<file path="src/rtl/decode_stage_pkg.sv">
// Shared decode definitions: RV32 opcodes, ALU class codes and ctrl bit positions.
// Also used by the ALU control unit; HAZARD_DETECT_EN consumers rely on uses_rs2().
package decode_stage_pkg;

    localparam logic [6:0] OPC_RTYPE  = 7'b0110011;
    localparam logic [6:0] OPC_LOAD   = 7'b0000011;
    localparam logic [6:0] OPC_STORE  = 7'b0100011;
    localparam logic [6:0] OPC_BRANCH = 7'b1100011;

    typedef enum logic [1:0] {
        ALU_OP_ADD    = 2'b00,
        ALU_OP_BRANCH = 2'b01,
        ALU_OP_FUNCT  = 2'b10
    } alu_op_e;

    // ctrl = {RegWrite, MemRead, MemWrite, Branch, ALUSrc, MemtoReg}
    localparam int CTRL_REG_WRITE  = 5;
    localparam int CTRL_MEM_READ   = 4;
    localparam int CTRL_MEM_WRITE  = 3;
    localparam int CTRL_BRANCH     = 2;
    localparam int CTRL_ALU_SRC    = 1;
    localparam int CTRL_MEM_TO_REG = 0;

    typedef struct packed {
        alu_op_e    alu_op;
        logic [5:0] ctrl;
        logic       illegal;
    } dec_t;

    function automatic dec_t decode_opcode(input logic [6:0] opc);
        dec_t d;
        d.alu_op  = ALU_OP_ADD;
        d.ctrl    = '0;
        d.illegal = 1'b0;
        case (opc)
            OPC_RTYPE: begin
                d.alu_op                 = ALU_OP_FUNCT;
                d.ctrl[CTRL_REG_WRITE]   = 1'b1;
            end
            OPC_LOAD: begin
                d.ctrl[CTRL_REG_WRITE]   = 1'b1;
                d.ctrl[CTRL_MEM_READ]    = 1'b1;
                d.ctrl[CTRL_ALU_SRC]     = 1'b1;
                d.ctrl[CTRL_MEM_TO_REG]  = 1'b1;
            end
            OPC_STORE: begin
                d.ctrl[CTRL_MEM_WRITE]   = 1'b1;
                d.ctrl[CTRL_ALU_SRC]     = 1'b1;
            end
            OPC_BRANCH: begin
                d.alu_op                 = ALU_OP_BRANCH;
                d.ctrl[CTRL_BRANCH]      = 1'b1;
            end
            default: d.illegal = 1'b1;
        endcase
        return d;
    endfunction

    function automatic logic uses_rs2(input logic [6:0] opc);
        return (opc == OPC_RTYPE) || (opc == OPC_STORE) || (opc == OPC_BRANCH);
    endfunction

endpackage

</file>
<file path="src/rtl/decode_stage_imm_gen.sv">
// imm_gen: combinational sign-extended immediate extraction for LW, SW and BEQ.
// Every other opcode (including R-type and illegal ones) yields zero.
module imm_gen
    import decode_stage_pkg::*;
#(
    parameter int XLEN = 32
) (
    input  logic [XLEN-1:0] instr,
    output logic [XLEN-1:0] imm
);

    logic unused_bits;
    assign unused_bits = ^instr[19:12];

    always_comb begin
        imm = '0;
        case (instr[6:0])
            OPC_LOAD:   imm = {{(XLEN-12){instr[31]}}, instr[31:20]};
            OPC_STORE:  imm = {{(XLEN-12){instr[31]}}, instr[31:25], instr[11:7]};
            OPC_BRANCH: imm = {{(XLEN-13){instr[31]}}, instr[31], instr[7],
                               instr[30:25], instr[11:8], 1'b0};
            default:    imm = '0;
        endcase
    end

endmodule

</file>
<file path="src/rtl/decode_stage.sv">
// decode_stage: one-cycle valid/ready decode register for a subset of RV32I.
// Optional load-use stall when HAZARD_DETECT_EN is defined.
module decode_stage
    import decode_stage_pkg::*;
#(
    parameter int XLEN = 32
) (
    input  logic            clk,
    input  logic            rst_n,
    input  logic            in_valid,
    output logic            in_ready,
    input  logic [XLEN-1:0] instr,
    input  logic [XLEN-1:0] pc,
    input  logic            flush,
    output logic            out_valid,
    input  logic            out_ready,
    output logic [XLEN-1:0] out_pc,
    output logic [1:0]      ALU_Op,
    output logic [6:0]      fun7,
    output logic [2:0]      fun3,
    output logic [4:0]      rs1,
    output logic [4:0]      rs2,
    output logic [4:0]      rd,
    output logic [XLEN-1:0] imm,
    output logic [5:0]      ctrl,
    output logic            illegal
);

    logic            out_valid_q, out_valid_d;
    logic [XLEN-1:0] out_pc_q, imm_q;
    alu_op_e         alu_op_q;
    logic [6:0]      fun7_q;
    logic [2:0]      fun3_q;
    logic [4:0]      rs1_q, rs2_q, rd_q;
    logic [5:0]      ctrl_q;
    logic            illegal_q;

    logic            hazard;
    logic            accept;
    logic [XLEN-1:0] imm_w;
    dec_t            dec_w;

    assign dec_w = decode_opcode(instr[6:0]);

    imm_gen #(.XLEN(XLEN)) u_imm_gen (
        .instr (instr),
        .imm   (imm_w)
    );

`ifdef HAZARD_DETECT_EN
    // Load-use: the held load's result is not yet available to a dependent instruction.
    assign hazard = out_valid_q && ctrl_q[CTRL_MEM_READ] && (rd_q != '0) &&
                    ((instr[19:15] == rd_q) ||
                     (uses_rs2(instr[6:0]) && (instr[24:20] == rd_q)));
`else
    assign hazard = 1'b0;
`endif

    assign in_ready = (!out_valid_q || out_ready) && !flush && !hazard;
    assign accept   = in_valid && in_ready;

    always_comb begin
        out_valid_d = out_valid_q;
        if (flush)          out_valid_d = 1'b0;
        else if (accept)    out_valid_d = 1'b1;
        else if (out_ready) out_valid_d = 1'b0;
    end

    always_ff @(posedge clk or negedge rst_n) begin
        if (!rst_n) begin
            out_valid_q <= 1'b0;
            out_pc_q    <= '0;
            imm_q       <= '0;
            alu_op_q    <= ALU_OP_ADD;
            fun7_q      <= '0;
            fun3_q      <= '0;
            rs1_q       <= '0;
            rs2_q       <= '0;
            rd_q        <= '0;
            ctrl_q      <= '0;
            illegal_q   <= 1'b0;
        end else begin
            out_valid_q <= out_valid_d;
            if (accept) begin
                out_pc_q  <= pc;
                imm_q     <= imm_w;
                alu_op_q  <= dec_w.alu_op;
                fun7_q    <= instr[31:25];
                fun3_q    <= instr[14:12];
                rs1_q     <= instr[19:15];
                rs2_q     <= instr[24:20];
                rd_q      <= instr[11:7];
                ctrl_q    <= dec_w.ctrl;
                illegal_q <= dec_w.illegal;
            end
        end
    end

    assign out_valid = out_valid_q;
    assign out_pc    = out_pc_q;
    assign imm       = imm_q;
    assign ALU_Op    = alu_op_q;
    assign fun7      = fun7_q;
    assign fun3      = fun3_q;
    assign rs1       = rs1_q;
    assign rs2       = rs2_q;
    assign rd        = rd_q;
    assign ctrl      = ctrl_q;
    assign illegal   = illegal_q;

endmodule
</file>
<file path="config.mk">
export PLATFORM = sky130hd
export DESIGN_NAME = decode_stage
export DESIGN_NICKNAME = d
export VERILOG_FILES = /design/src/rtl/decode_stage_pkg.sv /design/src/rtl/decode_stage_imm_gen.sv /design/src/rtl/decode_stage.sv
export SDC_FILE = /design/constraint.sdc
export NUM_CORES = 1
export LEC_CHECK = 0
export ABC_AREA = 1
export ABC_CLOCK_PERIOD_IN_PS = 1640
export CORE_UTILIZATION = 35
export CTS_CLUSTER_DIAMETER = 40
export DETAILED_ROUTE_END_ITERATION = 12
export PLACE_DENSITY = 0.72
export SETUP_SLACK_MARGIN = 0.4
export SYNTH_ARGS = -nofsm -noshare
export SYNTH_HDL_FRONTEND = slang
export SYNTH_SLANG_ARGS = --single-unit
</file>
<file path="constraint.sdc">
create_clock -name clk -period 1.64 [get_ports clk]
set_clock_uncertainty 0.15 [all_clocks]
set_input_delay 0.328 -clock clk [delete_from_list [all_inputs] [get_ports clk]]
set_output_delay 0.328 -clock clk [all_outputs]
set_load 0.02 [all_outputs]
</file>
==> impl_metrics.yaml <==
clocking:
  cts_tree: "done"
  cts-buffers-inserted: 9
  clockBufferDepth: 2
  root_buffer: "clkbuf_8"
  h-tree-depth: 3
  cts_num_sinks: 78
  cts.clk_slew.worst_paths_ns: 0.08
  clkLatencyLatePin_ns: 0.33
floorplanning:
  die_h_um: 99.88
  fp.dieW_um: 99.88
  io_pins: 169
  die_area_um2: 9976
  rows: 35
  core_um2: 9240
  start_util: 0.3629
timing:
  maxSlewHeadroom: 0.7195
  finalHoldViolations: 0
  fmax_ghz: 0.6232
  slew_violations: 0
  worstMarginPinSlew_ns: 0.4208
  whs_ns: 0.2617
  setup_viol: 0
  period_minus_slack_ns: 1.605
  min_period_over_period: 0.9784
  rsz0062_at_grt: "yes"
  fin_tns_setup_ns: 0
routing:
  avgViaCountPerCell: 4.490
  drt_iter0_drc: 123
  wl_um: 10930
  firstDrtPassIters: 4
  vias: 3381
  avgRoutedWirePerCell_um: 14.51
  drtAntennaViolNets: 0
  drc: 0
critical_path:
  cpLargestDelayFamily: "buffers and inverters"
  worst_setup_path_start_kind: "flip-flop"
  path_max_fanout: 5
  cp.required_ns: 1.72
  critPathMaxStageDelay_ns: 0.43
  crit_arrival_ns: 1.68
  r2r_slack_ns: 0.04
  crit_buf_inv: 4
  critPathCaptureType: "flip-flop"
  slowest_stage: "dfrtp_2"
  critPathKind: "flip-flop to flip-flop"
  worst_path_most_repeated_cell: "buf_6"
  path_cells: "buf_6, nand2_4, nand3_4, clkbuf_16, buf_6, buf_16, nand2_2, o21ai_1"
global_route:
  grt-ovfl-total: 0
  track_usage: 0.2028
  grt_pass1_wl_um: 15680
  grt_max_degree: 79
  grt_antenna_before_repair: 0
  grt_pass1_vias: 3288
synth:
  synth_nets: 458
  yosys.area.top_type: "dfrtp_1"
  netlist_area_um2: 3353
  synthAdderAreaFrac: 0
  synthDistinctLibCells: 19
  synth_top_family_by_area: "simple AND/OR/NAND/NOR gates"
  yosysSeqAreaShare: 0.5821
  synth_xor_area_frac: 0
  synth-simple-area-share: 0.2851
  synthMuxAreaShare: 0
  synth-compound-area-share: 0.02612
  synth-seq-cells: 78
  synth.area.top_cells: "dfrtp_1 (58%), nand2_1 (24%), buf_4 (4.7%), buf_6 (3.4%), nand3_1 (1.9%)"
  yosysTopAreaCellShare: 0.5821
  syn_inst: 389
  synth_warnings: 0
  syn_area_per_cell_um2: 8.620
power:
  p_leak_nw: 3.444
  power_density_nw_per_um2: 872.0
  peakVddDrop_v: 0.0005287
final_layout:
  final_cell_mix: "nand2_1 (149), buf_6 (103), dfrtp_1 (75), clkdlybuf4s50_1 (65), buf_4 (60)"
  final_common_cell: "nand2_1"
  fin_util: 0.7225
  final_area_um2: 6676
  area_growth_syn_to_layout_pct: 99.10
  diodes: 0
  drive_gt1_frac: 0.4679
  fin_nets: 689
min_path:
  hold_path_class: "primary input to flip-flop"
place:
  globalplace.congestion: 0.7564
  dpl-instance-area_um2: 5101
  numPortBuffers: 168
  hpwl_um: 5906
outcome:
  status: "complete, no violations"
run:
  max_cap_viol_count: 0
[worst min-delay path: stages]
cell and delay (ns):
dlygate4sd2_1 0.23, buf_4 0.12, nor2_1 0.04
[worst paths after layout]
path                                   end        from  cells after the start
worst max-delay path               imm[10]   out_valid                      8
worst min-delay path             out_valid       flush                      3
worst max register to register     imm[10]   out_valid                      8
worst min register to register  out_pc[22]  out_pc[22]                      2
max in group asynchronous        out_valid       rst_n                      3
min in group asynchronous           rs2[2]       rst_n                      3
[per-layer routing]
metal | vias up | wire [um] | track usage
met5 | - | 0 | 0
met4 | 0 | 236 | 0.06222
met3 | 21 | 686 | 0.06058
met2 | 127 | 5737 | 0.3565
met1 | 1604 | 4264 | 0.2382
li1 | 1629 | - | -
[report_power, final]
| part | total [W] | switching (W) | internal, W |
|---|---|---|---|
| clock network | 0.00155 | 0.000699 | 0.000855 |
| logic | 0.00192 | 0.000855 | 0.00106 |
| registers | 0.00235 | 0.000200 | 0.00215 |
[stage by stage]
step | cells | total power [W] | setup WS, ns
floorplan | 389 | 0.002894 | 0.3607
global placement | 665 | 0.003654 | -0.3748
CTS | 723 | 0.005594 | 0.03523
detailed placement | 665 | 0.003676 | -0.4021
global route | 753 | 0.006093 | -0.002604
finish | 753 | 0.005822 | 0.03546
[state kept, by name, summed over array words and instances, names as in the netlist]
name	cells
ALU_Op	2
fun3	3
fun7	7
imm	13
illegal	1
out_pc	32
ctrl	4
rs1	5
out_valid	1
rs2	5
rd	5
[final cells by class]
cell class / instances / area [um2]
timing repair buffer: 257 / 2902
fill: 643 / 2564
sequential: 78 / 1956
multi-input combinational: 259 / 1378
tap: 129 / 161.4
clock buffer: 10 / 127.6
clock inverter: 5 / 83.83
inverter: 15 / 68.82
[cells in the mapped netlist (all sizes together)]
| library cell | count |
|---|---|
| nor2 | 13 |
| nand2 | 217 |
| inv | 14 |
| nand3 | 14 |
| dfrtp | 78 |
| o21ai | 10 |
| o31ai | 1 |
| clkinv | 1 |
| a21oi | 3 |
| buf | 37 |
| a21boi | 1 |
[cell families after synthesis]
kind of cell / count (synthesis)
compound gates: 15
simple gates: 244
flops: 78
buf+inv: 52
[what timing repair did]
item,CTS,global route
pin swaps,8,22
resized for setup,642,90
hold endpoints to repair,78,0
gates cloned,11,4
hold buffers,1,0
buffers inserted,31,26
setup endpoints to repair,177,177
Note: power is estimated with default switching activity, not from simulation.
